### src/rtl/bpu_repair_queue.sv
// -----------------------------------------------------------------------------
// bpu_repair_queue
//
// Buffers branch-predictor repair requests coming from the IF-stage fix
// selector and replays them, in strict FIFO order, to the shared update port
// of the BTB/PHT/IJTC tables. Lookups own that port, so a repair waits at the
// head until BPU_ready_i is seen. Repairs are only hints: when the queue is
// full, a new request is dropped and counted, and fetch is never stalled.
//
// Optional feature (compile-time macro BRQ_MERGE_EN):
//   When defined, a request whose PC matches the youngest queued entry
//   overwrites that entry in place instead of pushing. The merge is skipped
//   when the queue is empty, and when the youngest entry is the head that is
//   being popped this cycle. A merge into a full queue is not a drop.
//   When undefined, every valid request takes the normal push/drop path.
//
// Ports:
//   clk, rst             single rising-edge clock, async active-high reset
//   FU_valid_w_i         repair request present this cycle
//   FU_repairAction_w_i  repair action (ACT_W bits)
//   FU_erroVAddr_w_i     mispredicted branch PC
//   FU_correctTake_w_i   correct direction
//   FU_correctDest_w_i   correct target
//   BRQ_valid_o          head entry available (occupancy != 0)
//   BPU_ready_i          predictor update port free; pops the head if valid
//   BRQ_repairAction_o   head action
//   BRQ_erroVAddr_o      head PC
//   BRQ_correctTake_o    head direction
//   BRQ_correctDest_o    head target
//   BRQ_full_o           occupancy == DEPTH
//   BRQ_dropCnt_o        saturating count of dropped requests (CNT_W bits)
// -----------------------------------------------------------------------------
module bpu_repair_queue #(
    parameter int DEPTH = 4,
    parameter int ACT_W = 4,
    parameter int CNT_W = 8
) (
    input  logic             clk,
    input  logic             rst,
    input  logic             FU_valid_w_i,
    input  logic [ACT_W-1:0] FU_repairAction_w_i,
    input  logic [31:0]      FU_erroVAddr_w_i,
    input  logic             FU_correctTake_w_i,
    input  logic [31:0]      FU_correctDest_w_i,
    output logic             BRQ_valid_o,
    input  logic             BPU_ready_i,
    output logic [ACT_W-1:0] BRQ_repairAction_o,
    output logic [31:0]      BRQ_erroVAddr_o,
    output logic             BRQ_correctTake_o,
    output logic [31:0]      BRQ_correctDest_o,
    output logic             BRQ_full_o,
    output logic [CNT_W-1:0] BRQ_dropCnt_o
);

    localparam int PTR_W = $clog2(DEPTH);

    localparam logic [PTR_W-1:0] PTR_ONE  = PTR_W'(1);
    localparam logic [PTR_W:0]   OCC_ONE  = (PTR_W+1)'(1);
    localparam logic [PTR_W:0]   OCC_FULL = (PTR_W+1)'(DEPTH);
    localparam logic [CNT_W-1:0] CNT_ONE  = CNT_W'(1);

    // Entry storage; data is never reset, only the control state below.
    logic [ACT_W-1:0] act_mem  [DEPTH];
    logic [31:0]      pc_mem   [DEPTH];
    logic             take_mem [DEPTH];
    logic [31:0]      dest_mem [DEPTH];

    logic [PTR_W-1:0] rd_ptr;
    logic [PTR_W-1:0] wr_ptr;
    logic [PTR_W:0]   occ;
    logic [CNT_W-1:0] drop_cnt;

    logic             valid;
    logic             full;
    logic             pop;
    logic             push;
    logic             drop;
    logic             merge_hit;
    logic             wr_en;
    logic [PTR_W-1:0] wr_idx;

    // Counter increment that sticks at all-ones instead of wrapping.
    function automatic logic [CNT_W-1:0] sat_inc(input logic [CNT_W-1:0] v);
        return (&v) ? v : v + CNT_ONE;
    endfunction

    assign valid = (occ != '0);
    assign full  = (occ == OCC_FULL);
    assign pop   = valid && BPU_ready_i;

`ifdef BRQ_MERGE_EN
    logic [PTR_W-1:0] young_idx;

    assign young_idx = wr_ptr - PTR_ONE;
    // With a single entry being popped, the youngest entry is leaving this
    // cycle, so rewriting it would lose the request; push normally instead.
    assign merge_hit = FU_valid_w_i && valid
                    && (pc_mem[young_idx] == FU_erroVAddr_w_i)
                    && !(pop && (occ == OCC_ONE));
    assign wr_idx    = merge_hit ? young_idx : wr_ptr;
`else
    assign merge_hit = 1'b0;
    assign wr_idx    = wr_ptr;
`endif

    // A full queue still accepts a push when the head leaves the same cycle.
    assign push  = FU_valid_w_i && !merge_hit && (!full || pop);
    assign drop  = FU_valid_w_i && !merge_hit && full && !pop;
    assign wr_en = push || merge_hit;

    always_ff @(posedge clk or posedge rst) begin
        if (rst) begin
            rd_ptr   <= '0;
            wr_ptr   <= '0;
            occ      <= '0;
            drop_cnt <= '0;
        end else begin
            if (push) begin
                wr_ptr <= wr_ptr + PTR_ONE;
            end
            if (pop) begin
                rd_ptr <= rd_ptr + PTR_ONE;
            end
            if (push && !pop) begin
                occ <= occ + OCC_ONE;
            end else if (pop && !push) begin
                occ <= occ - OCC_ONE;
            end
            if (drop) begin
                drop_cnt <= sat_inc(drop_cnt);
            end
        end
    end

    always_ff @(posedge clk) begin
        if (wr_en) begin
            act_mem[wr_idx]  <= FU_repairAction_w_i;
            pc_mem[wr_idx]   <= FU_erroVAddr_w_i;
            take_mem[wr_idx] <= FU_correctTake_w_i;
            dest_mem[wr_idx] <= FU_correctDest_w_i;
        end
    end

    // First-word-fall-through: the head entry is visible without a read strobe.
    assign BRQ_valid_o        = valid;
    assign BRQ_full_o         = full;
    assign BRQ_dropCnt_o      = drop_cnt;
    assign BRQ_repairAction_o = act_mem[rd_ptr];
    assign BRQ_erroVAddr_o    = pc_mem[rd_ptr];
    assign BRQ_correctTake_o  = take_mem[rd_ptr];
    assign BRQ_correctDest_o  = dest_mem[rd_ptr];

endmodule

### config.mk
export PLATFORM = sky130hd
export DESIGN_NAME = bpu_repair_queue
export DESIGN_NICKNAME = d
export VERILOG_FILES = /design/src/rtl/bpu_repair_queue.sv
export SDC_FILE = /design/constraint.sdc
export NUM_CORES = 1
export LEC_CHECK = 0
export BUFFER_PORTS_ARGS = -buffer_cell sky130_fd_sc_hd__buf_4
export CAP_MARGIN = 15
export CORE_UTILIZATION = 45
export CTS_CLUSTER_DIAMETER = 80
export DETAILED_ROUTE_END_ITERATION = 8
export GPL_TIMING_DRIVEN = 0
export PLACE_DENSITY = 0.68
export SLEW_MARGIN = 10
export SYNTH_ARGS = -nofsm -noshare
export SYNTH_HDL_FRONTEND = slang
export SYNTH_SLANG_ARGS = --single-unit
### constraint.sdc
create_clock -name clk -period 2.8 [get_ports clk]
set_input_delay 0.14 -clock clk [delete_from_list [all_inputs] [get_ports clk]]
set_output_delay 0.14 -clock clk [all_outputs]
set_load 0.03 [all_outputs]
# Yosys cells after proc, flatten, opt, wreduce, memory -nomap -nowiden
# Memory sizes are Yosys's and may differ from the RTL's.
# Cells that the tools add are included.
[totals]
regBits = 15
latch_bits = 0
ramBits = 276
rom_bits = 0
in_bits = 73
output_inout_bits = 79
memories = 4
[op_classes]
add_sub_neg = 5
multipliers = 0
div_mod_pow = 0
n_lt_le_gt_ge = 0
eq_ne = 1
n_shift = 0
n_mux = 4
bitwise = 1
n_reduce_logical = 14
[memory_table]
columns = ["memory", "depth", "width", "read_ports", "rd_ports_with_merged_regs", "wr", "line", "text"]
rows = [
  ["dest_mem", 4, 32, 1, 0, 1, "66", "logic [31:0] dest_mem [DEPTH];"],
  ["pc_mem", 4, 32, 1, 0, 1, "64", "logic [31:0] pc_mem [DEPTH];"],
  ["act_mem", 4, 4, 1, 0, 1, "63", "logic [ACT_W-1:0] act_mem [DEPTH];"],
  ["take_mem", 4, 1, 1, 0, 1, "65", "logic take_mem [DEPTH];"],
]
[ops]
columns = ["op", "n"]
rows = [
  ["adder 8 x 1 -> 8 bit (second input constant)", 1],
  ["AND reduction 8 bit", 1],
  ["logical AND 1 bit", 6],
  ["two-way mux 3 bit", 2],
  ["adder 2 x 1 -> 2 bit (second input constant)", 2],
  ["adder 3 x 1 -> 3 bit (second input constant)", 1],
  ["== test 3 bit (second input constant)", 1],
  ["zero test 1 bit", 3],
  ["nonzero test 3 bit", 1],
  ["subtractor 3 x 1 -> 3 bit (second input constant)", 1],
  ["two-way mux 1 bit", 2],
  ["AND reduction 2 bit", 1],
  ["nonzero test 2 bit", 1],
  ["logical OR 1 bit", 1],
  ["NOT 1 bit", 1],
]

# Longest topological paths before layout
# Gate-level depths: netlist (run 1).
[logic_depth]
ltp_word = 8
mapped_depth = 9
ltp_nobuf = 8

# Worst setup path before layout (run 1)
# No wires, ideal clock.
[synth_path]
path_kind = "register to register"
start = "reg occ[0]"
end = "mem act_mem[0][0] (enable)"
setup_time_ns = 0.435
arrival_ns = 2.604
required_ns = 2.365
slack_ns = -0.239
stages_incl_launch_ff = 5
path_buffers = 1
period_less_slack_ns = 3.039
cell_sequence = "dfrtp_1 nor4b_4 and2b_2 clkbuf_1 and2_1"
[synth_between]
elab_chain_len = 6
[synth_lines]
columns = ["element", "line", "text"]
rows = [
  ["start: declaration", "70", "logic [PTR_W:0] occ;"],
  ["start signal: assignment", "125", "occ <= occ + OCC_ONE;"],
  ["start signal: assignment", "127", "occ <= occ - OCC_ONE;"],
  ["== test 3 bit or nonzero test 3 bit (tied branches)", "88, 87", ""],
  ["zero test 1 bit or logical AND 1 bit (tied branches)", "107, 89", ""],
  ["logical OR 1 bit (*)", "107", "assign push = FU_valid_w_i && !merge_hit && (!full || pop);"],
  ["logical AND 1 bit (*)", "107", ""],
  ["via push", "76", "logic push;"],
  ["two-way mux 1 bit (*)", "136", "if (wr_en) begin"],
  ["two-way mux 1 bit (implied by the code) (*)", "137", "act_mem[wr_idx] <= FU_repairAction_w_i;"],
  ["end: declaration", "63", ""],
]
# The timed path passes the listed nets; every way through them passes the cells marked *.

# Final worst setup path (run 1)
[layout_path]
start = "reg rd_ptr[1]"
end = "out BRQ_correctDest_o[6]"
[layout_between]
elab_chain_len = 1
[layout_lines]
columns = ["element", "line", "text"]
rows = [
  ["start: declaration", "68", "logic [PTR_W-1:0] rd_ptr;"],
  ["start signal: assignment", "122", "rd_ptr <= rd_ptr + PTR_ONE;"],
  ["memory (4 x 32 bit)", "-", ""],
  ["end: declaration", "50", "output logic [31:0] BRQ_correctDest_o,"],
]
# Every way passes these cells.

==> results of run 1 <==
-- power by group --
| part | internal (uW) | switching (uW) | total, uW |
|---|---|---|---|
| sequential | 5700 | 217 | 5910 |
| clock | 2260 | 1510 | 3770 |
| combinational | 2290 | 3200 | 5490 |
-- logic make-up after synthesis --
kind of cell               count (synthesis)
xor gates and xnor gates                  11
muxes                                     73
AOI/OAI and AO/OA                          1
and+or+nand+nor                           30
DFF                                      291
adders and majority gates                  7
buffers and inverters                     21
-- how the worst max path moves through the flow --
stage                           end  slack, ns  cells after the start
6_report       BRQ_correctDest_o[6]       0.18                      4
3_3_place_gp           pc_mem[0][0]      -0.21                      4
5_1_grt        BRQ_correctDest_o[6]     0.0007                      4
2_1_floorplan         act_mem[0][0]       0.51                      4
4_1_cts        BRQ_correctDest_o[6]       0.04                      4
3_5_place_dp        dest_mem[0][27]       0.44                      5
-- registers in the layout, indices dropped and copies added, names as in the netlist --
| name | count |
|---|---|
| BRQ_dropCnt_o | 8 |
| wr_idx | 2 |
| pc_mem | 128 |
| act_mem | 16 |
| occ | 3 |
| take_mem | 4 |
| dest_mem | 128 |
| rd_ptr | 2 |
-- area by class of cell --
type                       count  share of cell area, %
inverter                       4                 0.1071
timing repair buffer         226                  13.88
clock inverter                16                  1.338
multi-input combinational    122                  14.21
tap                          319                  2.846
buffer                        17                 0.5353
clock buffer                  34                  5.308
sequential                   291                  61.77
-- cell usage after synthesis (4+ instances only) --
library cell / n
nand2_1: 4
clkbuf_1: 8
edfxtp_1: 276
buf_2: 9
nor2_1: 4
and2_1: 4
ha_1: 6
nand3_1: 5
xor2_1: 7
dfrtp_1: 15
xnor2_1: 4
inv_1: 4
mux4_2: 69
-- through the flow --
stage,utilization [%],hold WS [ns]
after CTS,59.93,0.06351
after floorplan,-,0.04148
after global routing,59.93,0.1287
after global placement,52.45,0.2154
final,59.93,0.1027
after detailed placement,52.91,0.2429
-- routing by layer --
layer	GRT usage [%]	part of all wire [%]	up-vias
met5	0	0	-
met4	4.435	1.8	0
met3	3.655	5.1	33
met2	29.25	53	117
met1	19.79	40	2687
li1	-	-	2349
-- worst max-delay path, delay by kind of cell, from the launching register on --
| kind | cells | cell delay, ns |
|---|---|---|
| buffers and inverters | 3 | 1.19 |
| DFF | 1 | 0.32 |
| muxes | 1 | 0.43 |
-- repair_timing --
action,in CTS,in global routing
endpoints found under the hold margin,293,0
hold buffers,71,0
endpoints found under the setup margin,0,0
setup buffers,0,0
resized for setup,0,0
==> impl_metrics.toml, run 1 <==
[status]
status = "complete, no violations"

[sta]
hold_violations = 0
min_period_over_period_pct = 93.56
worstMarginPinSlew_ns = 0.6614
postLayoutSetupSlackWorst_ns = 0.1803
fin_tns_setup_ns = 0
max_freq_mhz = 381.7
fin_crit_ns = 2.620
setup_viol = 0
clock_skew_ns = 0.005927
rsz0062_at_grt = "false"
finalMaxSlewViolations = 0
max-slew-margin-rel_pct = 55.91

[cells_and_area]
syn_to_final_growth_pct = 30.63
nets = 771
drive_gt1_share_pct = 40.42
fin_cells = 1029
multi_input_area_um2 = 1993
most-common-layout-cells = "edfxtp_1, buf_4, dlygate4sd3_1"
final_common_cell = "edfxtp_1"
fillers = 1705
stdcell_area_um2 = 14020
regArea_um2 = 8663
num_antenna_cells = 0

[pwr]
power_uw = 15170
cellPowerDensity_nw_per_um2 = 1082
ir_drop_mv = 0.7869
leakagePower_uw = 0.004932

[worst_setup_path]
critPathLaunch = "rd_ptr[1]"
crit_path_end_kind = "primary output"
path_common_cell = "clkbuf_1"
path_class = "reg -> out"
r2r-end = "occ[1]"
cpMaxStageDelayCell = "clkbuf_1"
critPathMaxStageDelay_ns = 0.57
reg2reg_from = "occ[0]"
r2r_cells = 7
cp_max_fo = 10
startpoint_type = "flip-flop"
path_cells = "clkbuf_1, clkbuf_1, mux4_2, buf_4"
cp.arrival_ns = 2.48
rrSetupSlack_ns = 0.44
cp.required_ns = 2.66

[placed_design]
dp_hpwl_um = 11960
dp.cells = 908
routabilityCongestion = 0.7251
place_area_um2 = 12380
dp_worst_setup_slack_ns = 0.4421
port_buffers = 151

[floorplan]
start_util_pct = 45.88
die_width_um = 156.5
die_h_um = 156.5
coreArea_um2 = 23400
rows = 56
die-area_um2 = 24480
io_pins = 152

[synthesis]
yosys_register_bits = 291
avgSynthCellArea_um2 = 24.74
synth_area_leader_cell = "edfxtp_1"
ys_types = 27
ys.flop_type = "edfxtp_1"
yosys-top-cells-area = "edfxtp_1, mux4_2, dfrtp_1"
synth_area_um2 = 10740
synth.top_cell.area_share_pct = 77.19
synth_xor_area_share_pct = 0.8973
synth-simple-area-share_pct = 1.748
syn_nets = 514
yosys_warnings = 0
synth_top_family_by_area = "multiplexers"
synth_edf_count = 276
muxShareOfSynthArea_pct = 14.89
synthAdderAreaFrac_pct = 0.8857
syn-instance-count = 434
synth_compound_area_share_pct = 0.04661
async_flop_share_pct = 5.155
ys_seq_area_share_pct = 80.69

[min_path]
min_to = "BRQ_dropCnt_o[5]"
hold_path_depth = 4
hold_path.class = "in -> reg"
hold_start = "FU_valid_w_i"

[clocking]
cts_tree = "built"
root_buffer = "clkbuf_16"
worstSkewPairLatency_ns = 0.53
numCtsBuffers = 29
htree_levels = 1
clock-sinks = 291
clk_pin_slew_worst_paths_ns = 0.06
clockBufferDepth = 3

[route]
routed_wl_um = 19470
ant_nets = 0
via_per_inst = 5.040
dr.pass1.iters = 4
vias = 5186
drt_iter0_drc = 259
drcViolationCount = 0
avgRoutedWirePerCell_um = 18.92

[flow_run]
cap_viol_max_count = 0

[global_routing]
grt_max_degree = 40
grt_pass1_wl_um = 30010
grt_pass1_vias = 5622
grt.overflow.total = 0
antenna_found_initial = 0
track_usage_pct = 16.29
Note: power is estimated with default switching activity, not from simulation.
==> run 2: changes to the inputs <==
- ABC_AREA: not set -> 1
- PLACE_DENSITY: 0.68 -> 0.67
==> impl_metrics.toml, run 2 <==
[clocking]
worstSkewPairLatency_ns = 0.54
root_buffer = "clkbuf_16"
clock-sinks = 291
htree_levels = 1
cts.repair.resized = 0
cts_tree = "built"
numCtsBuffers = 30
clk_pin_slew_worst_paths_ns = 0.06
post_cts_buffers = 0
clockBufferDepth = 3

[route]
via_per_inst = 5.186
avgRoutedWirePerCell_um = 18.19
vias = 7245
ant_nets = 0
drt_iter0_drc = 520
routed_wl_um = 25410
dr.pass1.iters = 5
drcViolationCount = 0

[synthesis]
ys_seq_area_share_pct = 77.97
syn-instance-count = 785
ys_types = 24
synth_compound_area_share_pct = 10.28
ys.flop_type = "edfxtp_1"
yosys_warnings = 0
muxShareOfSynthArea_pct = 0.1014
yosys-top-cells-area = "edfxtp_1, nor2_1, o21ai_0"
yosys_register_bits = 291
synth_top_family_by_area = "compound AO/OA/AOI/OAI gates"
synth.top_cell.area_share_pct = 74.59
yosysMostFrequentCell = "edfxtp_1"
synth_area_um2 = 11110
synth-simple-area-share_pct = 6.982
synth_area_leader_cell = "edfxtp_1"
synthTopCellsByCount = "edfxtp_1, nor2_1, o21ai_0"
avgSynthCellArea_um2 = 14.15
synth_xor_area_share_pct = 0.6306
synth_edf_count = 276
syn_nets = 865
async_flop_share_pct = 5.155
synthAdderAreaFrac_pct = 0.8559

[min_path]
hold_path_depth = 5
hold_path.class = "in -> reg"
min_to = "BRQ_dropCnt_o[6]"
hold_start = "FU_valid_w_i"

[global_routing]
grt.overflow.total = 0
grt_pass1_vias = 7237
antenna_found_initial = 0
track_usage_pct = 20.21
grt_pass1_wl_um = 39630
grt_max_degree = 27

[floorplan]
die-area_um2 = 25320
die_width_um = 159.1
rows = 57
io_pins = 152
start_util_pct = 45.82
coreArea_um2 = 24250
die_h_um = 159.1

[sta]
fin_tns_setup_ns = 0
max_freq_mhz = 384.6
max-slew-margin-rel_pct = 39.44
worstMarginPinSlew_ns = 0.9062
setup_viol = 0
fin_crit_ns = 2.600
finalMaxSlewViolations = 0
hold_violations = 0
clock_skew_ns = 0.01033
min_period_over_period_pct = 92.86
rsz0062_at_grt = "false"

[placed_design]
port_buffers = 151
dp_hpwl_um = 15370
dp.cells = 1270
routabilityCongestion = 0.7807

[pwr]
leakagePower_uw = 0.005272
ir_drop_mv = 0.6873
cellPowerDensity_nw_per_um2 = 1162

[flow_run]
cap_viol_max_count = 0

[status]
status = "complete, no violations"

[cells_and_area]
final_common_cell = "edfxtp_1"
syn_to_final_growth_pct = 31.48
nets = 1129
fin_cells = 1397
num_antenna_cells = 0
reg_top3 = "dest_mem: 128 flops, pc_mem: 128 flops, act_mem: 16 flops"
drive_gt1_share_pct = 21.90
most-common-layout-cells = "edfxtp_1, buf_4, nor2_1"

[worst_setup_path]
reg2reg_from = "occ[0]"
cp.arrival_ns = 2.46
crit_path_end_kind = "primary output"
rrSetupSlack_ns = 0.30
r2r_cells = 6
r2r-end = "pc_mem[1][2]"
path_class = "reg -> out"
startpoint_type = "flip-flop"
cp_max_fo = 10
cp.required_ns = 2.66
## run 2: changes by cell type in the layout (fill, tap and decap cells not counted), sizes merged, moves of 4 or more
cell / before / now
nor2: 4 / 150
o21ai: 1 / 141
mux4: 69 / 0
o22ai: 0 / 69
nand2: 5 / 44
clkbuf: 42 / 63
buf: 164 / 181
inv: 6 / 20
and2: 4 / 0
## run 2: through the flow
| stage | util (%) | total power [uW] | worst slack [ns] | hold slack [ns] | area [um2] |
|---|---|---|---|---|---|
| 2_1_floorplan | - | 10270 | -0.1895 | 0.04148 | 11120 |
| 3_3_place_gp | 52.21 | 12900 | -1.729 | 0.2566 | 12660 |
| 3_5_place_dp | 53.24 | 13120 | 0.2563 | 0.2455 | 12910 |
| 4_1_cts | 60.24 | 17120 | 0.1414 | 0.06499 | 14610 |
| 5_1_grt | 60.24 | 17800 | 0.02054 | 0.1147 | 14610 |
| 6_report | 60.24 | 16970 | 0.1999 | 0.09322 | 14610 |
## run 2: cell type report
| class | instances | area, um2 |
|---|---|---|
| multi-input combinational | 430 | 2125 |
| fill | 1865 | 9641 |
| timing repair buffer | 232 | 2074 |
| buffer | 44 | 277.8 |
| clock buffer | 39 | 815.8 |
| sequential | 291 | 8663 |
| clock inverter | 17 | 171.4 |
| inverter | 20 | 75.07 |
| tap | 324 | 405.4 |
## run 2: timing repair
item                       CTS  global route
setup endpoints to repair    0             0
hold endpoints to repair   293             0
hold buffers                71             0
## run 2: worst max path at each step
| stage | from | end | slack [ns] | cells after the start |
|---|---|---|---|---|
| finish | rd_ptr[1] | BRQ_correctDest_o[1] | 0.20 | 5 |
| global route | rd_ptr[1] | BRQ_erroVAddr_o[31] | 0.02 | 5 |
| CTS | rd_ptr[1] | BRQ_correctDest_o[12] | 0.14 | 5 |
| detailed placement | occ[0] | dest_mem[1][13] | 0.26 | 6 |
| global placement | occ[0] | dest_mem[3][18] | -1.73 | 4 |
| floorplan | occ[0] | act_mem[0][0] | -0.19 | 4 |
## run 2: cell families (layout without fill, tap and decap cells)
group,Yosys count,count (layout)
AND/OR/NAND/NOR,203,203
buffers and inverters,64,352
flip-flops,291,291
multiplexers,1,1
XOR/XNOR,8,8
adder cells (fa/ha/maj),7,7
AO/OA/AOI/OAI,211,211
## run 2: worst max-delay path: stages, from the launching register on
cell	delay (ns)
dfrtp_1	0.53
inv_1	0.35
clkbuf_1	0.43
o21ai_0	0.17
o22ai_1	0.22
buf_4	0.21
## run 2: power by group
group | switching (uW) | internal, uW | total (uW)
registers | 256 | 5690 | 5950
clock network | 1590 | 2330 | 3920
logic | 4720 | 2380 | 7100
## run 2: layer usage
layer	global-route usage, %	vias to the layer above	part of all wire [%]
li1	-	3436	-
met5	0	-	0
met4	5.463	0	1.8
met2	34.43	230	49
met3	3.464	37	5.7
met1	26.91	3542	43
